<file path="src/rtl/pmod_i2s2_stream.sv">
// Full-duplex I2S master for the Pmod I2S2: generates mclk/lrck/sclk, deserialises line-in
// stereo frames and serialises line-out frames from a one-entry valid/ready buffer.
module pmod_i2s2_stream #(
    parameter int SAMPLE_WIDTH = 24,
    parameter int MCLK_HALF    = 4,
    parameter int SCLK_HALF    = 16,
    parameter int MONO         = 0
) (
    input  logic                    clk_in,
    input  logic                    rst_in,
    output logic                    mclk_out,
    output logic                    lrck_out,
    output logic                    sclk_out,
    input  logic                    lin_sdout_in,
    output logic                    lout_sdin_out,
    output logic [SAMPLE_WIDTH-1:0] rx_left_out,
    output logic [SAMPLE_WIDTH-1:0] rx_right_out,
    output logic                    rx_valid_out,
    input  logic [SAMPLE_WIDTH-1:0] tx_left_in,
    input  logic [SAMPLE_WIDTH-1:0] tx_right_in,
    input  logic                    tx_valid_in,
    output logic                    tx_ready_out,
    output logic                    tx_underrun_out
);

    localparam int         PHASE_N   = 2 * SCLK_HALF;
    localparam int         PH_W      = (PHASE_N > 2) ? $clog2(PHASE_N) : 1;
    localparam int         MD_W      = (MCLK_HALF > 1) ? $clog2(MCLK_HALF) : 1;
    localparam logic [4:0] LAST_SLOT = 5'(SAMPLE_WIDTH);

    // frame_cnt is kept split as {period, phase}; period is the sclk period index 0..63
    logic [PH_W-1:0] phase, phase_nx;
    logic [5:0]      period, period_nx;
    logic [MD_W-1:0] mdiv;
    logic            last_phase, rise, load, rx_slot, tx_slot_nx;

    logic [SAMPLE_WIDTH-1:0] rx_sh_l, rx_sh_r;
    logic [SAMPLE_WIDTH-1:0] buf_l, buf_r, tx_sh_l, tx_sh_r;

    always_comb begin
        last_phase = (phase == PH_W'(PHASE_N - 1));
        phase_nx   = last_phase ? '0 : phase + PH_W'(1);
        period_nx  = last_phase ? period + 6'd1 : period;
        rise       = (phase == PH_W'(SCLK_HALF));
        load       = last_phase && (period == 6'd63);
        rx_slot    = (period[4:0] != 5'd0) && (period[4:0] <= LAST_SLOT);
        tx_slot_nx = (period_nx[4:0] != 5'd0) && (period_nx[4:0] <= LAST_SLOT);
    end

    // Clock outputs are derived from the next count so they line up with frame_cnt.
    always_ff @(posedge clk_in or negedge rst_in) begin
        if (!rst_in) begin
            phase    <= '0;
            period   <= '0;
            mdiv     <= '0;
            mclk_out <= 1'b0;
            sclk_out <= 1'b0;
            lrck_out <= 1'b0;
        end else begin
            phase    <= phase_nx;
            period   <= period_nx;
            sclk_out <= (phase_nx >= PH_W'(SCLK_HALF));
            lrck_out <= period_nx[5];
            if (mdiv == MD_W'(MCLK_HALF - 1)) begin
                mdiv     <= '0;
                mclk_out <= ~mclk_out;
            end else begin
                mdiv <= mdiv + MD_W'(1);
            end
        end
    end

    always_ff @(posedge clk_in or negedge rst_in) begin
        if (!rst_in) begin
            rx_sh_l      <= '0;
            rx_sh_r      <= '0;
            rx_left_out  <= '0;
            rx_right_out <= '0;
            rx_valid_out <= 1'b0;
        end else begin
            rx_valid_out <= 1'b0;
            if (rise && rx_slot) begin
                if (!period[5]) begin
                    rx_sh_l <= {rx_sh_l[SAMPLE_WIDTH-2:0], lin_sdout_in};
                end else if (period[4:0] == LAST_SLOT) begin
                    rx_left_out  <= rx_sh_l;
                    rx_right_out <= (MONO != 0) ? rx_sh_l
                                                : {rx_sh_r[SAMPLE_WIDTH-2:0], lin_sdout_in};
                    rx_valid_out <= 1'b1;
                end else begin
                    rx_sh_r <= {rx_sh_r[SAMPLE_WIDTH-2:0], lin_sdout_in};
                end
            end
        end
    end

    always_ff @(posedge clk_in or negedge rst_in) begin
        if (!rst_in) begin
            buf_l           <= '0;
            buf_r           <= '0;
            tx_sh_l         <= '0;
            tx_sh_r         <= '0;
            tx_ready_out    <= 1'b1;
            tx_underrun_out <= 1'b0;
            lout_sdin_out   <= 1'b0;
        end else begin
            tx_underrun_out <= 1'b0;
            if (tx_valid_in && tx_ready_out) begin
                buf_l        <= tx_left_in;
                buf_r        <= tx_right_in;
                tx_ready_out <= 1'b0;
            end
            if (last_phase) begin
                if (!tx_slot_nx) begin
                    lout_sdin_out <= 1'b0;
                end else if (period_nx[5]) begin
                    lout_sdin_out <= tx_sh_r[SAMPLE_WIDTH-1];
                    tx_sh_r       <= tx_sh_r << 1;
                end else begin
                    lout_sdin_out <= tx_sh_l[SAMPLE_WIDTH-1];
                    tx_sh_l       <= tx_sh_l << 1;
                end
            end
            // An empty-buffer load does not bypass a same-cycle write; that sample waits a frame.
            if (load) begin
                if (!tx_ready_out) begin
                    tx_sh_l      <= buf_l;
                    tx_sh_r      <= (MONO != 0) ? buf_l : buf_r;
                    tx_ready_out <= 1'b1;
                end else begin
                    tx_sh_l         <= '0;
                    tx_sh_r         <= '0;
                    tx_underrun_out <= 1'b1;
                end
            end
        end
    end

endmodule
</file>
<file path="config.mk">
export PLATFORM = sky130hd
export DESIGN_NAME = pmod_i2s2_stream
export DESIGN_NICKNAME = d
export VERILOG_FILES = /design/src/rtl/pmod_i2s2_stream.sv
export SDC_FILE = /design/constraint.sdc
export NUM_CORES = 1
export LEC_CHECK = 0
export ABC_CLOCK_PERIOD_IN_PS = 3900
export CAP_MARGIN = 20
export CORE_ASPECT_RATIO = 0.7
export CORE_UTILIZATION = 55
export DETAILED_ROUTE_END_ITERATION = 7
export HOLD_SLACK_MARGIN = 0.02
export PLACE_DENSITY = 0.79
export SLEW_MARGIN = 20
export SYNTH_ARGS = -nofsm -noshare
export SYNTH_HDL_FRONTEND = slang
export SYNTH_SLANG_ARGS = --single-unit
export TNS_END_PERCENT = 100
</file>
<file path="constraint.sdc">
create_clock -name clk_in -period 3.9 [get_ports clk_in]
set_input_delay 0.78 -clock clk_in [delete_from_list [all_inputs] [get_ports clk_in]]
set_output_delay 0.78 -clock clk_in [all_outputs]
set_load 0.005 [all_outputs]
</file>
# After elaboration in Yosys (flattened, before gate mapping)
# Index checks and enable logic that the tools add are counted.
[totals] register_bits=211 elab_cells=71
[op_classes] n_addsub=3 magnitude_cmp=3 eq_ne=6 muxes=23 bitwise=3 reduce_logical=15
[op_table] cell="$mux W24" count=10
[op_table] cell="$eq A5 B5 Y1 const B" count=3
[op_table] cell="$reduce_and A3 Y1" count=4
[op_table] cell="$le A5 B5 Y1 const B" count=2
[op_table] cell="$mux W1" count=10
[op_table] cell="$reduce_bool A5 Y1" count=2
[op_table] cell="$add A6 B1 Y6 const B" count=1
[op_table] cell="$eq A6 B6 Y1 const B" count=1
[op_table] cell="$mux W6" count=1
[op_table] cell="$reduce_bool A2 Y1" count=3
[op_table] cell="$add A5 B1 Y5 const B" count=1
[op_table] cell="$ge A5 B5 Y1 const B" count=1
[op_table] cell="$logic_and A1 B1 Y1" count=5
[op_table] cell="$mux W5" count=1
[op_table] cell="$not A1 Y1" count=3
[op_table] cell="$add A2 B1 Y2 const B" count=1
[op_table] cell="$eq A2 B2 Y1 const B" count=1
[op_table] cell="$mux W2" count=1
[op_table] cell="$ne A2 B1 Y1 const B" count=1
[op_table] cell="$reduce_and A2 Y1" count=1

# Depth between registers and ports, before layout
# Gate-level depths: netlist of the first run.
[logic_depth] word_depth=7 mapped_depth=12

# Least setup slack after synthesis of the first run
# OpenSTA, ideal clock, no wires.
[synth_path] path_type="register -> register" start="register phase[0]" end="register tx_sh_l[1]" setup_ns=0.125 arrival_ns=2.883 t_required_ns=3.775 slack_ns=0.892 path_stages_with_launch=10 synth_period_minus_slack_ns=3.008 cell_sequence="dfrtp_1 ha_1 and3_1 ha_1 buf_2 mux2_4 or4_4 and3_4 a2111oi_4 mux2_2"
[synth_between] elab_chain_len=6 word_cells_on_any_way=11 classes_between="1 x order compare; 2 x eq/ne; 2 x mux; 6 x reduce/logical"
[synth_rtl] element="from (decl)" line_no="32" rtl="logic [PH_W-1:0] phase, phase_nx;"
[synth_rtl] element="from (signal assigned)" line_no="60" rtl="phase <= phase_nx;"
[synth_rtl] element="$eq A5 B5 Y1 (*)" line_no="41" rtl="last_phase = (phase == PH_W'(PHASE_N - 1));"
[synth_rtl] element="$mux W6 (*)" line_no="43" rtl="period_nx = last_phase ? period + 6'd1 : period;"
[synth_rtl] element="via period_nx[1]" line_no="33" rtl="logic [5:0] period, period_nx;"
[synth_rtl] element="$le A5 B5 Y1 / $reduce_bool A5 Y1 (equally long branches)" line_no="47" rtl="tx_slot_nx = (period_nx[4:0] != 5'd0) && (period_nx[4:0] <= LAST_SLOT);"
[synth_rtl] element="$logic_and A1 B1 Y1 (*)" line_no="47"
[synth_rtl] element="$reduce_bool A2 Y1 (no source line) (*)"
[synth_rtl] element="$reduce_and A3 Y1 (no source line) (*)"
[synth_rtl] element="to (signal assigned)" line_no="121" rtl="tx_sh_l <= tx_sh_l << 1;"
[synth_rtl] element="to (signal assigned)" line_no="127" rtl="tx_sh_l <= buf_l;"
[synth_rtl] element="to (decl)" line_no="38" rtl="logic [SAMPLE_WIDTH-1:0] buf_l, buf_r, tx_sh_l, tx_sh_r;"
# Mark *: on every way through the listed nets, which the timed path passes. The rest lies on a longest branch.
# A chain may end at the register's enable or synchronous reset.

# Final worst setup path of the first run
# Same ends and word-level chain as after synthesis.

==> results.ini, run 1 <==
[finish]
final_util_pct=68.6
layout.cells.non_filler=951
syn2layout_area_growth_pct=21.9
finalNetCount=797
multiInputGateArea_sq_um=3160
seq_area_sq_um=5230
fillers=1095
drive_above_1_share_pct=26.9
n_antenna_cell=0
design_area_sq_um=10600

[sta]
relSlewSlack_pct=46.5
final_max_slew_viol_count=0
fin_crit_sh_pct=85.7
setup_violations=0
fin_tns_setup_ns=0
rsz0062_at_grt=false
tightest_slew_ns=0.802
final.setup_skew_ns=0.00985
fin_crit_ns=3.34
fmax_mhz=299
hold_viol=0

[clock_tree]
cts_resized=0
postCtsHoldBufs=0
clock_latency_ns=0.49
cts_sinks=209
root_buffer=clkbuf_16
post_cts_buffers=0
cts_buffers=20
cts.clk_slew.worst_paths_ns=0.06
clockBufferDepth=3
htree_levels=1
cts_tree=done

[status]
failed_checks=DRC
outcome=finished with violations

[drt]
drc_errors=2
wl_per_cell_um=16.6
vias_per_cell=5.38
routed_wl_mm=15.8
postRouteAntennaNets=0
first_iter_violations=163
first_pass_iters=8
vias=5112

[placed_design]
placed_cell_area_sq_um=9980
gp_congestion=0.791
dp_hpwl_mm=10.2
port_buffers=106
dp.cells=916

[setup_path]
crit_arrival_ns=3.71
worstReg2RegStart=phase[0]
cp_max_fo=23
crit_end=tx_sh_l[1]
crit_path_end_kind=flop
critPathSlowestCell=or4_4
crit_start=phase[0]
required_ns=4.27
reg2reg_depth=9
reg2reg_to=tx_sh_l[1]
crit_chain=ha_1 -> and3_1 -> ha_1 -> mux2_4 -> or4_4 -> and3_4 -> a2111oi_4 -> buf_4 -> mux2_2
cp_common_cell=ha_1
critical_path_class=flop to flop
r2r_slack_ns=0.56
crit_path_start_kind=flop
max_stage_delay_ns=0.43

[logic_synthesis]
synth_xor_xnor_area_share_pct=0.602
synth_area_sq_um=8730
synth_top_cell_by_area=dfrtp_1
yosys.area_share.simple_pct=6.59
syn_area_per_cell_sq_um=13.7
synth_cell_type_count=40
syn_inst=639
synth_edf_count=0
synth_mux_area_share_pct=24.2
synth.top_cell.area_share_pct=59.6
synth_top_family_by_area=multiplexers
synth_nets=698
ys_seq_elements=209
yosys.area_share.adder_pct=1.00
ys_seq_area_share_pct=59.9
synth_compound_area_share_pct=3.61
synthFlopType=dfrtp_1
synthTopCellsByArea=dfrtp_1 60%, mux2_2 19%, mux2i_1 5.3%, nor3b_1 3.8%, a21oi_1 2.5%
synthArstFlopShare_pct=100
synth.yosys.warnings=0

[floorplanning]
fp.dieH_um=107
dieWidth_um=153
coreArea_sq_um=15500
start_util_pct=56.3
rows=38
die-area_sq_um=16400
num_io_pins=107

[grt]
grt_use_total_pct=20.0
grt_max_degree=100
grt_first_pass_wirelength_mm=26.5
grt_pass1_vias=5306
grt.overflow.total=0
antenna_found_initial=0

[pwr]
p_leak_nw=4.79
p_total_mw=4.33
ir_drop_v=0.000333
powerDensity_nw_per_um2=407

[worst_hold_path]
hold_path.class=primary input to async pin

[flow_run]
maxCapViolations=0

-- cells in the final DEF, fill, tap and decap left out, types with 4 or more instances in the layout --
cell type,n
dfrtp_1,208
nand2_1,7
a21oi_1,44
clkinv_2,4
ha_1,7
mux2i_1,46
nor3b_1,44
inv_1,50
nor3_1,4
buf_4,9
nor2_1,6
clkbuf_8,8
mux2_2,145
clkdlybuf4s50_1,105
clkbuf_16,21
-- critical path: cells and delay by family, from the launching register on --
family	cells	cell delay (ns)
compound gates	1	0.31
fa+ha+maj	2	0.54
flops	1	0.40
buf+inv	1	0.41
mux	2	0.73
simple gates	3	0.83
-- per-stage QoR --
step / worst slack, ns / hold slack (ns)
finish: 0.559 / 0.353
CTS: 0.542 / 0.397
global route: 0.368 / 0.425
detailed placement: 0.562 / 0.421
floorplan: 0.892 / 0.403
global placement: 0.680 / 0.415
-- where the power goes --
| part | internal (mW) | switching, mW |
|---|---|---|
| logic | 0.104 | 0.0646 |
| registers | 2.23 | 0.0301 |
| clock network | 1.11 | 0.790 |
| total | 3.45 | 0.884 |
-- registers in the layout, indices dropped and copies added (netlist names), 5 cells and up --
register,count
buf_l,24
buf_r,24
rx_left_out,24
rx_right_out,24
rx_sh_l,24
tx_sh_l,24
tx_sh_r,24
rx_sh_r,23
period,5
phase,5
-- worst min path at each step --
stage,depth (start not counted),endpoint
2_1_floorplan,1,mdiv[0]
5_1_grt,1,buf_r[17]
3_3_place_gp,1,mdiv[0]
3_5_place_dp,1,mdiv[0]
4_1_cts,1,buf_r[17]
6_report,1,buf_r[17]
-- routing by layer --
metal / global-route usage, % / vias up / part of all wire (%)
met4: 5.41 / 0 / 1.9
li1: - / 2408 / -
met1: 27.8 / 2604 / 47
met3: 3.06 / 26 / 3.0
met2: 33.1 / 74 / 48
met5: 0 / - / 0
-- logic make-up (layout without fill, tap and decap cells) --
| group | after synthesis | count (layout) |
|---|---|---|
| AOI/OAI and AO/OA | 53 | 53 |
| buffers and inverters | 89 | 201 |
| and+or+nand+nor | 83 | 83 |
| xor gates and xnor gates | 6 | 6 |
| DFF | 209 | 209 |
| muxes | 192 | 192 |
| adders and majority gates | 7 | 7 |
-- cell usage after synthesis (2+ instances only) --
master	count
xnor2_1	3
inv_1	50
nand3_1	2
buf_6	2
xor2_1	3
dfrtp_1	208
nor2_1	6
buf_4	2
nor3_1	4
mux2_2	145
a22o_1	3
nand4_1	3
clkbuf_1	23
or2_2	3
mux2i_1	46
a21oi_1	44
or3_1	2
nand2_1	8
buf_1	11
ha_1	7
nor4bb_1	2
nor3b_1	44
-- layout make-up --
| class | count | share of cell area [%] |
|---|---|---|
| Clock buffer | 31 | 5.95 |
| Tap cell | 200 | 2.35 |
| Clock inverter | 4 | 0.188 |
| Multi-Input combinational cell | 341 | 29.7 |
| Timing Repair Buffer | 116 | 10.8 |
| Sequential cell | 209 | 49.2 |
| Inverter | 50 | 1.76 |
No activity file was read; power rests on OpenSTA's default activity.
==> inputs of run 2 (changes only) <==
Settings changed: CORE_MARGIN set to 2, SLEW_MARGIN 20 to 10.
==> results.ini, run 2 (synthesis gave the netlist of run 1 again) <==
[drt]
first_pass_iters=4  ; -4
vias_per_cell=5.33  ; -0.92%
vias=5065  ; -0.92%
first_iter_violations=220  ; +35%
drc_errors=0  ; -2
routed_wl_mm=15.7  ; -0.32%
postRouteAntennaNets=0  ; unchanged
wl_per_cell_um=16.5  ; -0.32%

[worst_hold_path]
hold_path.class=primary input to async pin

[setup_path]
critical_path_class=flop to flop
worstReg2RegStart=phase[0]
reg2reg_to=tx_sh_l[16]
crit_path_start_kind=flop
crit_arrival_ns=3.65  ; -0.06 ns
crit_path_end_kind=flop
cp_max_fo=22  ; -4.3%
r2r_slack_ns=0.67  ; +0.11 ns
required_ns=4.32  ; +0.05 ns
reg2reg_depth=9  ; unchanged

[sta]
relSlewSlack_pct=55.8  ; +9.3 points
fin_tns_setup_ns=0  ; unchanged
final_max_slew_viol_count=0  ; unchanged
rsz0062_at_grt=false
final.setup_skew_ns=0.0219  ; +0.0121 ns
setup_violations=0  ; unchanged
fmax_mhz=309  ; +3.3%
tightest_slew_ns=0.663  ; -0.140 ns
fin_crit_sh_pct=82.9  ; -2.7 points
hold_viol=0  ; unchanged
hold_slack_ns=0.297  ; -0.0560 ns
fin_crit_ns=3.23  ; -0.107 ns

[floorplanning]
num_io_pins=107  ; unchanged
start_util_pct=56.3  ; unchanged
die-area_sq_um=16900  ; +3.2%
fp.dieH_um=109  ; +1.9%
rows=38  ; unchanged
coreArea_sq_um=15500  ; unchanged
dieWidth_um=155  ; +1.3%

[grt]
grt_use_total_pct=19.1  ; -0.86 points
antenna_found_initial=0  ; unchanged
grt-busiest-layer=met2
grt_max_degree=84  ; -16%
grt_first_pass_wirelength_mm=26.4  ; -0.63%
grt_pass1_vias=5382  ; +1.4%
grt.overflow.total=0  ; unchanged
grtUsageMet3_pct=3.51  ; +0.45 points
grtUsageMet1_pct=26.2  ; -1.5 points
grtUsageMet2_pct=31.7  ; -1.4 points

[finish]
syn2layout_area_growth_pct=22.4
final_util_pct=68.9  ; +0.27 points
fillers=1075  ; -1.8%
design_area_sq_um=10700  ; +0.40%
layout_common_cells=208 x dfrtp_1, 145 x mux2_2, 105 x clkdlybuf4s50_1
multiInputGateArea_sq_um=3160  ; -0.12%
seq_area_sq_um=5230  ; unchanged
final_common_cell=dfrtp_1
finalNetCount=797  ; unchanged
n_antenna_cell=0  ; unchanged
drive_above_1_share_pct=26.6  ; -0.27 points

[clock_tree]
htree_levels=1  ; unchanged
root_buffer=clkbuf_16
post_cts_buffers=0  ; unchanged
cts_tree=done
cts_buffers=20  ; unchanged
clock_latency_ns=0.50  ; about the same
cts.clk_slew.worst_paths_ns=0.06  ; about the same
cts_resized=0  ; unchanged
cts_sinks=209  ; unchanged
clockBufferDepth=3  ; unchanged
postCtsHoldBufs=0  ; unchanged

[pwr]
p_leak_nw=4.80  ; +0.30%
p_switching_mw=0.884  ; about the same
ir_drop_v=0.000274  ; -18%
swShare_pct=20.1  ; -0.30 points
power_frac_seq_pct=51.4  ; -0.7 points
power_frac_comb_pct=3.8  ; about the same
powerDensity_nw_per_um2=411  ; +1.0%
internal-power_mw=3.51  ; +1.8%
clock_power_share_pct=44.8  ; +0.8 points

[placed_design]
port_buffers=106  ; unchanged
gp_congestion=0.735  ; -7.1%
placed_cell_area_sq_um=9970  ; -0.15%
dp_hpwl_mm=10.0  ; -1.4%

[status]
outcome=finished clean

[flow_run]
maxCapViolations=0  ; unchanged

## run 2: cell count changes in the layout (fill, tap and decap cells not counted), moves of 2 or more
cell       change
buf_12         +2
buf_4          -2
bufinv_16      +2
clkbuf_1       +2
clkbuf_8       -2
clkinv_2       -2
## run 2: worst max-delay path: stages (launching register included)
cell and delay [ns]:
dfrtp_1 0.39, ha_1 0.20, and3_1 0.20, ha_1 0.34
mux2_4 0.34, or4_4 0.45, and3_4 0.23, a2111oi_4 0.34
buf_4 0.41, mux2i_1 0.25
## run 2: layout make-up
class,instances,share of cell area (%)
Timing Repair Buffer,116,11.0
Clock buffer,30,5.51
Clock inverter,5,0.808
Tap cell,200,2.34
Sequential cell,209,49.0
Multi-Input combinational cell,341,29.6
Inverter,50,1.76
## run 2: per-layer routing
layer / wire (um) / vias to the layer above
li1: - / 2404
met1: 7290 / 2551
met2: 7560 / 81
met3: 500 / 29
met4: 354 / 0
met5: 0 / -
## run 2: metrics by stage
stage,std cells,power (mW),setup WS (ns)
5_1_grt,951,4.56,0.431
6_report,951,4.39,0.666
2_1_floorplan,639,2.35,0.892
4_1_cts,949,4.45,0.656
3_3_place_gp,914,2.46,0.830
3_5_place_dp,914,2.47,0.661
## run 2: worst max-delay path by stage
stage	to	startpoint
2_1_floorplan	tx_sh_l[1]	phase[0]
3_3_place_gp	tx_sh_l[10]	phase[0]
3_5_place_dp	tx_sh_l[16]	phase[0]
4_1_cts	tx_sh_l[16]	phase[0]
5_1_grt	tx_sh_l[5]	phase[0]
6_report	tx_sh_l[16]	phase[0]
## run 2: power groups by stage
stage	Combinational (mW)	Clock (mW)	Sequential (mW)
2_1_floorplan	0.0645	0	2.28
3_3_place_gp	0.164	0	2.30
3_5_place_dp	0.171	0	2.30
4_1_cts	0.172	2.02	2.26
5_1_grt	0.186	2.11	2.26
6_report	0.167	1.97	2.26
